**src/rtl/mmio_input_port_pkg.sv**
```systemverilog
// Shared constants and register decode for the MMIO input port.
// Register offsets, bus widths and the word-index decoder.
package mmio_pkg;

    localparam int DATA_W = 32;
    localparam int ADDR_W = 4;

    localparam logic [ADDR_W-1:0] OFF_STATE = 4'h0;
    localparam logic [ADDR_W-1:0] OFF_EVENT = 4'h4;
    localparam logic [ADDR_W-1:0] OFF_IRQEN = 4'h8;

    typedef enum logic [1:0] {
        REG_STATE,
        REG_EVENT,
        REG_IRQEN,
        REG_NONE
    } reg_sel_e;

    function automatic reg_sel_e decode(input logic [1:0] word);
        reg_sel_e sel;
        sel = REG_NONE;
        if (word == OFF_STATE[3:2])
            sel = REG_STATE;
        else if (word == OFF_EVENT[3:2])
            sel = REG_EVENT;
        else if (word == OFF_IRQEN[3:2])
            sel = REG_IRQEN;
        return sel;
    endfunction

endpackage

```
**src/rtl/mmio_input_port_if.sv**
```systemverilog
// Load/store port between the core and the MMIO input peripheral.
// Single-cycle strobes, read data returned one clock later.
interface mmio_bus_if
    import mmio_pkg::*;
    ();

    logic [ADDR_W-1:0] bus_addr;
    logic              bus_rd;
    logic              bus_wr;
    logic [DATA_W-1:0] bus_wdata;
    logic [DATA_W-1:0] bus_rdata;
    logic              bus_rvalid;

    modport master (
        output bus_addr,
        output bus_rd,
        output bus_wr,
        output bus_wdata,
        input  bus_rdata,
        input  bus_rvalid
    );

    modport slave (
        input  bus_addr,
        input  bus_rd,
        input  bus_wr,
        input  bus_wdata,
        output bus_rdata,
        output bus_rvalid
    );

endinterface

```
**src/rtl/mmio_input_port_debounce.sv**
```systemverilog
// One input bit: 2-flop synchroniser, stability counter, accepted level
// and a pulse on the cycle a new high level is accepted.
module debounce_cell #(
    parameter int DEB_CYCLES = 50000,
    parameter int CNT_W      = 16
) (
    input  logic clk,
    input  logic reset_n,
    input  logic i_raw,
    output logic o_stable,
    output logic o_rise
);

    logic             r_sync1;
    logic             r_sync2;
    logic             r_stable;
    logic [CNT_W-1:0] r_cnt;
    logic             w_differ;
    logic             w_accept;

    assign w_differ = r_sync2 != r_stable;
    assign w_accept = w_differ && (r_cnt == CNT_W'(DEB_CYCLES - 1));
    assign o_stable = r_stable;
    assign o_rise   = w_accept && r_sync2;

    always_ff @(posedge clk or negedge reset_n) begin
        if (!reset_n) begin
            r_sync1  <= 1'b0;
            r_sync2  <= 1'b0;
            r_stable <= 1'b0;
            r_cnt    <= '0;
        end else begin
            r_sync1 <= i_raw;
            r_sync2 <= r_sync1;
            if (!w_differ) begin
                r_cnt <= '0;
            end else if (w_accept) begin
                r_stable <= r_sync2;
                r_cnt    <= '0;
            end else begin
                r_cnt <= r_cnt + 1'b1;
            end
        end
    end

endmodule

```
**src/rtl/mmio_input_port.sv**
```systemverilog
// Memory-mapped input port: debounced STATE, sticky W1C EVENT,
// IRQ_EN mask and a registered level interrupt.
module mmio_input_port
    import mmio_pkg::*;
#(
    parameter int NUM_IN     = 10,
    parameter int DEB_CYCLES = 50000,
    parameter int CNT_W      = 16
) (
    input  logic              clk,
    input  logic              reset_n,
    input  logic [NUM_IN-1:0] raw_in,
    mmio_bus_if.slave         bus,
    output logic              irq
);

    logic [NUM_IN-1:0] w_stable;
    logic [NUM_IN-1:0] w_rise;
    logic [NUM_IN-1:0] r_event;
    logic [NUM_IN-1:0] r_irq_en;
    logic [DATA_W-1:0] r_rdata;
    logic              r_rvalid;
    logic              r_irq;

    reg_sel_e          w_sel;
    logic [NUM_IN-1:0] w_clr;
    logic [NUM_IN-1:0] w_event_nxt;
    logic [NUM_IN-1:0] w_irq_en_nxt;
    logic [DATA_W-1:0] w_rd_data;
    logic              w_unused;

    for (genvar gi = 0; gi < NUM_IN; gi++) begin : g_cell
        debounce_cell #(
            .DEB_CYCLES (DEB_CYCLES),
            .CNT_W      (CNT_W)
        ) u_cell (
            .clk      (clk),
            .reset_n  (reset_n),
            .i_raw    (raw_in[gi]),
            .o_stable (w_stable[gi]),
            .o_rise   (w_rise[gi])
        );
    end

    assign w_unused = ^{bus.bus_addr[1:0], bus.bus_wdata};

    // Read mux samples pre-write values; a new rise beats a same-cycle clear.
    always_comb begin
        w_sel        = decode(bus.bus_addr[3:2]);
        w_clr        = '0;
        w_irq_en_nxt = r_irq_en;
        w_rd_data    = '0;
        if (bus.bus_wr && w_sel == REG_EVENT)
            w_clr = bus.bus_wdata[NUM_IN-1:0];
        if (bus.bus_wr && w_sel == REG_IRQEN)
            w_irq_en_nxt = bus.bus_wdata[NUM_IN-1:0];
        w_event_nxt = (r_event & ~w_clr) | w_rise;
        case (w_sel)
            REG_STATE: w_rd_data[NUM_IN-1:0] = w_stable;
            REG_EVENT: w_rd_data[NUM_IN-1:0] = r_event;
            REG_IRQEN: w_rd_data[NUM_IN-1:0] = r_irq_en;
            default:   w_rd_data = '0;
        endcase
    end

    always_ff @(posedge clk or negedge reset_n) begin
        if (!reset_n) begin
            r_event  <= '0;
            r_irq_en <= '0;
            r_rdata  <= '0;
            r_rvalid <= 1'b0;
            r_irq    <= 1'b0;
        end else begin
            r_event  <= w_event_nxt;
            r_irq_en <= w_irq_en_nxt;
            r_rvalid <= bus.bus_rd;
            if (bus.bus_rd)
                r_rdata <= w_rd_data;
            r_irq <= |(w_event_nxt & w_irq_en_nxt);
        end
    end

    assign bus.bus_rdata  = r_rdata;
    assign bus.bus_rvalid = r_rvalid;
    assign irq            = r_irq;

endmodule

```
**src/flat_wrapper.sv**
```systemverilog
// flat-port wrapper written by rule: the top's interface ports become plain ports
module mmio_input_port_flat import mmio_pkg::*;
#(
    parameter int NUM_IN     = 10,
    parameter int DEB_CYCLES = 50000,
    parameter int CNT_W      = 16
)
  (clk, reset_n, raw_in, irq, bus_bus_addr, bus_bus_rd, bus_bus_wr, bus_bus_wdata, bus_bus_rdata, bus_bus_rvalid);
  mmio_bus_if bus_i ();
  input  logic clk;
  input  logic reset_n;
  input  logic [NUM_IN-1:0] raw_in;
  output logic irq;
  input wire logic [$bits(bus_i.bus_addr)-1:0] bus_bus_addr;
  input wire logic [$bits(bus_i.bus_rd)-1:0] bus_bus_rd;
  input wire logic [$bits(bus_i.bus_wr)-1:0] bus_bus_wr;
  input wire logic [$bits(bus_i.bus_wdata)-1:0] bus_bus_wdata;
  output wire logic [$bits(bus_i.bus_rdata)-1:0] bus_bus_rdata;
  output wire logic [$bits(bus_i.bus_rvalid)-1:0] bus_bus_rvalid;
  assign bus_i.bus_addr = bus_bus_addr;
  assign bus_i.bus_rd = bus_bus_rd;
  assign bus_i.bus_wr = bus_bus_wr;
  assign bus_i.bus_wdata = bus_bus_wdata;
  assign bus_bus_rdata = bus_i.bus_rdata;
  assign bus_bus_rvalid = bus_i.bus_rvalid;
  mmio_input_port #(.NUM_IN(NUM_IN), .DEB_CYCLES(DEB_CYCLES), .CNT_W(CNT_W)) u_core (.clk(clk), .reset_n(reset_n), .raw_in(raw_in), .bus(bus_i), .irq(irq));
endmodule
```
**config.mk**
```make
export PLATFORM = sky130hd
export DESIGN_NAME = mmio_input_port_flat
export DESIGN_NICKNAME = d
export VERILOG_FILES = /design/src/rtl/mmio_input_port_pkg.sv /design/src/rtl/mmio_input_port_if.sv /design/src/rtl/mmio_input_port_debounce.sv /design/src/rtl/mmio_input_port.sv /design/src/flat_wrapper.sv
export SDC_FILE = /design/constraint.sdc
export NUM_CORES = 1
export LEC_CHECK = 0
export CAP_MARGIN = 0
export CORE_MARGIN = 4
export CORE_UTILIZATION = 55
export DETAILED_ROUTE_END_ITERATION = 16
export GPL_TIMING_DRIVEN = 0
export PLACE_DENSITY = 0.76
export SLEW_MARGIN = 10
export SYNTH_ARGS = -nofsm -noshare
export SYNTH_HDL_FRONTEND = slang
export SYNTH_SLANG_ARGS = --single-unit
```
**constraint.sdc**
```tcl
create_clock -name clk -period 2.3 [get_ports clk]
set_clock_uncertainty 0.15 [all_clocks]
set_input_delay 0.46 -clock clk [delete_from_list [all_inputs] [get_ports clk]]
set_output_delay 0.46 -clock clk [all_outputs]
set_load 0.02 [all_outputs]
```
# After elaboration in Yosys (flattened, before gate mapping)
# Cells that the tools add are included.
[totals]
latchBits = 0
in_bits = 50
mem_count = 0
regBits = 222
romBits = 0
ram_bits = 0
[classes]
bitwise = 4
eq_ne = 24
n_addsub = 10
n_shift = 0
n_div = 0
n_lt_le_gt_ge = 0
n_reduce_logical = 35
mux = 26
multipliers = 0
[op_table]
columns = ["operator", "count"]
rows = [
  ["$mux W16", 20],
  ["$add A16 B1 Y16 const B", 10],
  ["$eq A16 B16 Y1 const B", 10],
  ["$pmux W10 S3", 1],
  ["$logic_and A1 B1 Y1", 22],
  ["$and A10 B10 Y10", 2],
  ["$mux W10", 2],
  ["$reduce_and A2 Y1", 10],
  ["$ne A1 B1 Y1", 10],
  ["$not A10 Y10", 1],
  ["$or A10 B10 Y10", 1],
  ["$reduce_or A10 Y1", 1],
  ["$eq A2 B1 Y1 const B", 2],
  ["$eq A2 B2 Y1 const B", 2],
  ["$logic_not A2 Y1", 2],
  ["$mux W2", 2],
  ["$mux W1", 1],
]

# Depth between registers and ports, before layout
# Gate-level depths: netlist of run 1.
[logic_depth]
ltp_word = 12
depth_mapped = 6
mapped_depth_nobuf = 6

# Hierarchy
# A second synthesis of run 1 with hierarchy kept.
[hier_totals]
cells_unflattened = 1043
area_unflattened_um2 = 11065.6
[by_module_without_submodules]
columns = ["mod", "area_per_inst_um2", "cells_each", "n_inst"]
rows = [
  ["debounce_cell", 947.2, 89, 10],
  ["mmio_input_port", 1594.0, 153, 1],
]

# Worst setup path after synthesis of run 1
# No wires, ideal clock.
[synth_timing]
path_type = "register -> register"
from = "register u_core.g_cell[6].u_cell.r_cnt[0]"
to = "register u_core.r_irq, in the netlist u_core.irq"
arrival_time_ns = 1.413
setup_slack_ns = 0.600
setup_time_ns = 0.137
stages_incl_launch_ff = 7
path_buffers = 0
t_required_ns = 2.013
cell_sequence = "dfrtp_1 > ha_1 > and3_1 > nand4_1 > a2bb2oi_1 > a2bb2oi_1 > nand4_1"
[synth_via]
elab_chain_cells = 6
[synth_rtl]
columns = ["element", "line", "source"]
rows = [
  ["from (decl)", "mmio_input_port_debounce.sv:17", "logic [CNT_W-1:0] r_cnt;"],
  ["from (signal assigned)", "mmio_input_port_debounce.sv:41", "r_cnt <= r_cnt + 1'b1;"],
  ["$eq A16 B16 Y1", "mmio_input_port_debounce.sv:22", "assign w_accept = w_differ && (r_cnt == CNT_W'(DEB_CYCLES - 1));"],
  ["$logic_and A1 B1 Y1", "mmio_input_port_debounce.sv:22", ""],
  ["$logic_and A1 B1 Y1", "mmio_input_port_debounce.sv:24", "assign o_rise = w_accept && r_sync2;"],
  ["$or A10 B10 Y10", "mmio_input_port.sv:57", "w_event_nxt = (r_event & ~w_clr) | w_rise;"],
  ["$and A10 B10 Y10", "mmio_input_port.sv:79", "r_irq <= |(w_event_nxt & w_irq_en_nxt);"],
  ["$reduce_or A10 Y1", "mmio_input_port.sv:79", ""],
  ["to (signal assigned)", "mmio_input_port.sv:79", ""],
  ["to (decl)", "mmio_input_port.sv:23", "logic r_irq;"],
]
# Every way passes these cells.
# A chain may end at the register's enable or synchronous reset.

# Final worst setup path of run 1
[layout_timing]
from = "register u_core.r_rdata[9], in the netlist u_core.bus.bus_rdata[9]"
to = "output port bus_bus_rdata[9]"
[layout_lines]
columns = ["element", "line", "source"]
rows = [
  ["from (decl)", "mmio_input_port.sv:21", "logic [DATA_W-1:0] r_rdata;"],
  ["from (signal assigned)", "mmio_input_port.sv:78", "r_rdata <= w_rd_data;"],
  ["to (decl)", "flat_wrapper.sv:18", "output wire logic [$bits(bus_i.bus_rdata)-1:0] bus_bus_rdata;"],
]
# No word-level cell between the ends.

==> results_dict.tcl, run 1 <==
set metrics [dict create \
    slowest_stage "clkdlybuf4s50_1" \
    fmax_mhz 469 \
    cts_resized 0 \
    power_w 0.00841 \
    power_switching_w 0.00187 \
    worst_slack_ns 0.168 \
    synth_warnings 0 \
    synth-main-ff-cell "dfrtp_1" \
    path_class "reg2out" \
    gr-usage-all-layers_pct 18.7 \
    setup_viol 0 \
    die_h_um 145 \
    switching_share_pct 22.2 \
    tightest_slew_ns 0.803 \
    cp_top_family "buffers and inverters" \
    cts_made_buffers 23 \
    path_cells "clkdlybuf4s50_1" \
    drt_wl_total_um 18700 \
    final_layout_size_suffix_gt1_share_pct 9.28 \
    netlist_top_cells_area "dfrtp_1, nor2_1, xor2_1, xnor2_1, nand3_1" \
    coreArea_um2 18100 \
    synth_edf_count 0 \
    synthArstFlopShare_pct 100 \
    post_cts_buffers 0 \
    ios 84 \
    fin_nets 1125 \
    setup.worst_path.end_class "output port" \
    slew_violations 0 \
    period_share_pct 92.7 \
    gp_routability_congestion 0.800 \
    grt_pass1_wl_um 32300 \
    fin_crit_ns 2.13 \
    ys_types 44 \
    relSlewSlack_pct 46.5 \
    synth.cell_area_um2 10300 \
    internal_power_w 0.00654 \
    start_util_pct 56.6 \
    grt_overflow 0 \
    p_leak_nw 5.35 \
    pre_cts_slack_ns -0.151 \
    die_area_um2 20900 \
    hpwlAfterDp_um 12700 \
    nFillCells 1434 \
    power_frac_seq_pct 49.2 \
    wl_per_cell_um 14.3 \
    p_comb_share_pct 6.8 \
    die_x_um 145 \
    io_buffers 37 \
    slowest_delay_ns 0.62 \
    antenna_found_initial 0 \
    grt_setup_unrepaired "false" \
    clk_pin_slew_worst_paths_ns 0.06 \
    drt_iter0_drc 353 \
    ys_ff_latch 222 \
    crit_fanout 2 \
    insertion_delay_ns 0.50 \
    synth_area_leader_cell "dfrtp_1" \
    syn-mean-instance-area_um2 10.5 \
    critPathBufInv 1 \
    fin_util_pct 65.1 \
    postRouteAntennaNets 0 \
    multi_input_comb_area_um2 4460 \
    cts_buffer_depth 3 \
    ir_drop_mv 0.544 \
    ys_seq_area_share_pct 54.1 \
    final_hold_viol_count 0 \
    avgViaCountPerCell 5.31 \
    p_clk_share_pct 44.0 \
    synth_top_area_share_pct 54.1 \
    vias 6942 \
    power_density_nw_per_um2 712 \
    cp.required_ns 1.69 \
    drc 0 \
    clock-sinks 222 \
    cts_tree "built" \
    worst_setup_path_start_kind "register" \
    fp-row-count 49 \
    area_growth_pct 15.0 \
    run_status "finished, final reports clean" \
    cp.arrival_ns 1.52 \
    holdCritPathClass "reg2reg" \
    h-tree-depth 1 \
    cts-root-buf "clkbuf_16" \
    firstDrtPassIters 5 \
    grt_pass1_vias 6718 \
    drv_cap 0 \
    regArea_um2 5560 \
    grt_max_degree 116 \
    syn_inst 980 \
]
flip-flops by register name, summed over array words and instances (netlist names):
| register | flops |
|---|---|
| u_core.irq | 1 |
| u_core.r_irq_en | 10 |
| u_core.g_cell.u_cell.o_stable | 10 |
| u_core.g_cell.u_cell.r_sync1 | 10 |
| u_core.g_cell.u_cell.r_sync2 | 10 |
| u_core.g_cell.u_cell.r_cnt | 160 |
| u_core.bus.bus_rvalid | 1 |
| u_core.r_event | 10 |
| u_core.bus.bus_rdata | 10 |
cell type report:
cell class	count	area share, %
sequential	222	47.0
multi-input combinational	719	37.8
tap	229	2.43
clock buffer	32	5.75
inverter	20	0.636
buffer	40	2.16
clock inverter	6	0.699
timing repair buffer	39	3.50
antenna	1	0.0212
repair_timing:
action,CTS,global route
setup endpoints to repair,0,0
hold endpoints to repair,107,0
hold buffers,1,0
power by group through the flow:
| stage | Sequential [W] | Combinational (W) | Clock (W) |
|---|---|---|---|
| finish | 0.00414 | 0.000575 | 0.00370 |
| global placement | 0.00421 | 0.000563 | 0 |
| CTS | 0.00414 | 0.000584 | 0.00382 |
| detailed placement | 0.00421 | 0.000577 | 0 |
| floorplan | 0.00421 | 0.000295 | 0 |
| global route | 0.00415 | 0.000648 | 0.00400 |
metal layers:
layer  wire [µm]  vias to the layer above  global-route usage, %  share of wire (%)
met3         855                       30                   3.51                4.6
met5           0                        -                      0                  0
met4         315                        0                   4.42                1.7
met2        8600                      104                   29.0                 46
li1            -                     3454                      -                  -
met1        8900                     3354                   27.7                 48
through the flow:
step           instances  area [µm²]  hold WS, ns  setup TNS, ns
2_1_floorplan       1001       10300       0.0144              0
6_report            1308       11800        0.199              0
4_1_cts             1307       11800        0.202              0
5_1_grt             1307       11800        0.211              0
3_5_place_dp        1268       11000        0.185         -0.784
3_3_place_gp        1267       11000        0.185       -1915.65
kinds of logic (layout without fill, tap and decap cells):
kind of cell | count (synthesis) | after routing | synth area share [%]
other cells | 1 | 23 | 0.0365
mux | 30 | 30 | 3.18
xor+xnor | 147 | 147 | 12.5
fa+ha+maj | 10 | 10 | 1.22
flops | 222 | 222 | 54.1
buf+inv | 60 | 137 | 3.22
compound gates | 46 | 46 | 2.79
simple gates | 464 | 464 | 22.9
synthesized netlist by cell type (2+ instances only):
| master | instances |
|---|---|
| dfrtp_1 | 222 |
| nor2_1 | 195 |
| xor2_1 | 83 |
| nand3_1 | 66 |
| xnor2_1 | 64 |
| nand2_1 | 48 |
| and3_1 | 38 |
| nand4_1 | 32 |
| a21oi_1 | 23 |
| buf_4 | 22 |
| inv_1 | 20 |
| nor4bb_1 | 17 |
| mux2i_1 | 15 |
| nor3_1 | 13 |
| buf_2 | 12 |
| mux2_2 | 12 |
| nand2b_1 | 11 |
| and2_1 | 10 |
| ha_1 | 10 |
| o21ai_0 | 10 |
| nor4b_1 | 9 |
| nor3_2 | 8 |
| clkbuf_1 | 5 |
| a2bb2oi_1 | 4 |
| nand4b_1 | 3 |
| or3_1 | 3 |
| a211oi_1 | 2 |
| a21boi_0 | 2 |
| a221oi_2 | 2 |
| and4_1 | 2 |
| and4bb_1 | 2 |
| mux2_4 | 2 |
| o2bb2ai_1 | 2 |
placed cells by master (no fill, tap or decap), types with 11 or more instances in the layout:
master             n
xnor2_1           64
clkbuf_16         23
nor2_1           195
conb_1            22
nor4bb_1          17
and3_1            38
buf_2             12
buf_4             22
inv_1             20
nand2b_1          11
nor3_1            13
nand2_1           48
mux2_2            12
xor2_1            83
mux2i_1           15
nand4_1           32
dfrtp_1          222
a21oi_1           23
clkdlybuf4s50_1   36
nand3_1           66
worst paths after layout:
kind | from | end | slack, ns | cells after the start
min | u_core.g_cell[9].u_cell.r_sync1 | u_core.g_cell[9].u_cell.r_sync2 | 0.20 | 0
min reg2reg | u_core.g_cell[9].u_cell.r_sync1 | u_core.g_cell[9].u_cell.r_sync2 | 0.20 | 0
max reg2reg | u_core.g_cell[4].u_cell.r_cnt[0] | u_core.irq | 0.34 | 6
max in group asynchronous | reset_n | u_core.g_cell[6].u_cell.r_cnt[7] | 0.52 | 3
max | u_core.bus.bus_rdata[9] | bus_bus_rdata[9] | 0.17 | 1
min in group asynchronous | reset_n | u_core.g_cell[1].u_cell.r_cnt[11] | 0.43 | 2
(Power assumes the default switching activity.)
==> inputs of run 2 (changes only) <==
TNS_END_PERCENT = 1   (was unset)
clock period = 2.4 ns   (was 2.3 ns; I/O delays follow)
==> results of run 2 <==
Same layout as run 1 (identical final DEF). Status: finished, final reports clean.
Among the figures that moved: setup slack after placement -0.151 ns -> -0.0713 ns; setup slack after layout 0.168 ns -> 0.248 ns; register-to-register setup slack 0.34 ns -> 0.44 ns; total power 0.00841 W -> 0.00806 W; worst IR drop on VDD 0.544 mV -> 0.521 mV
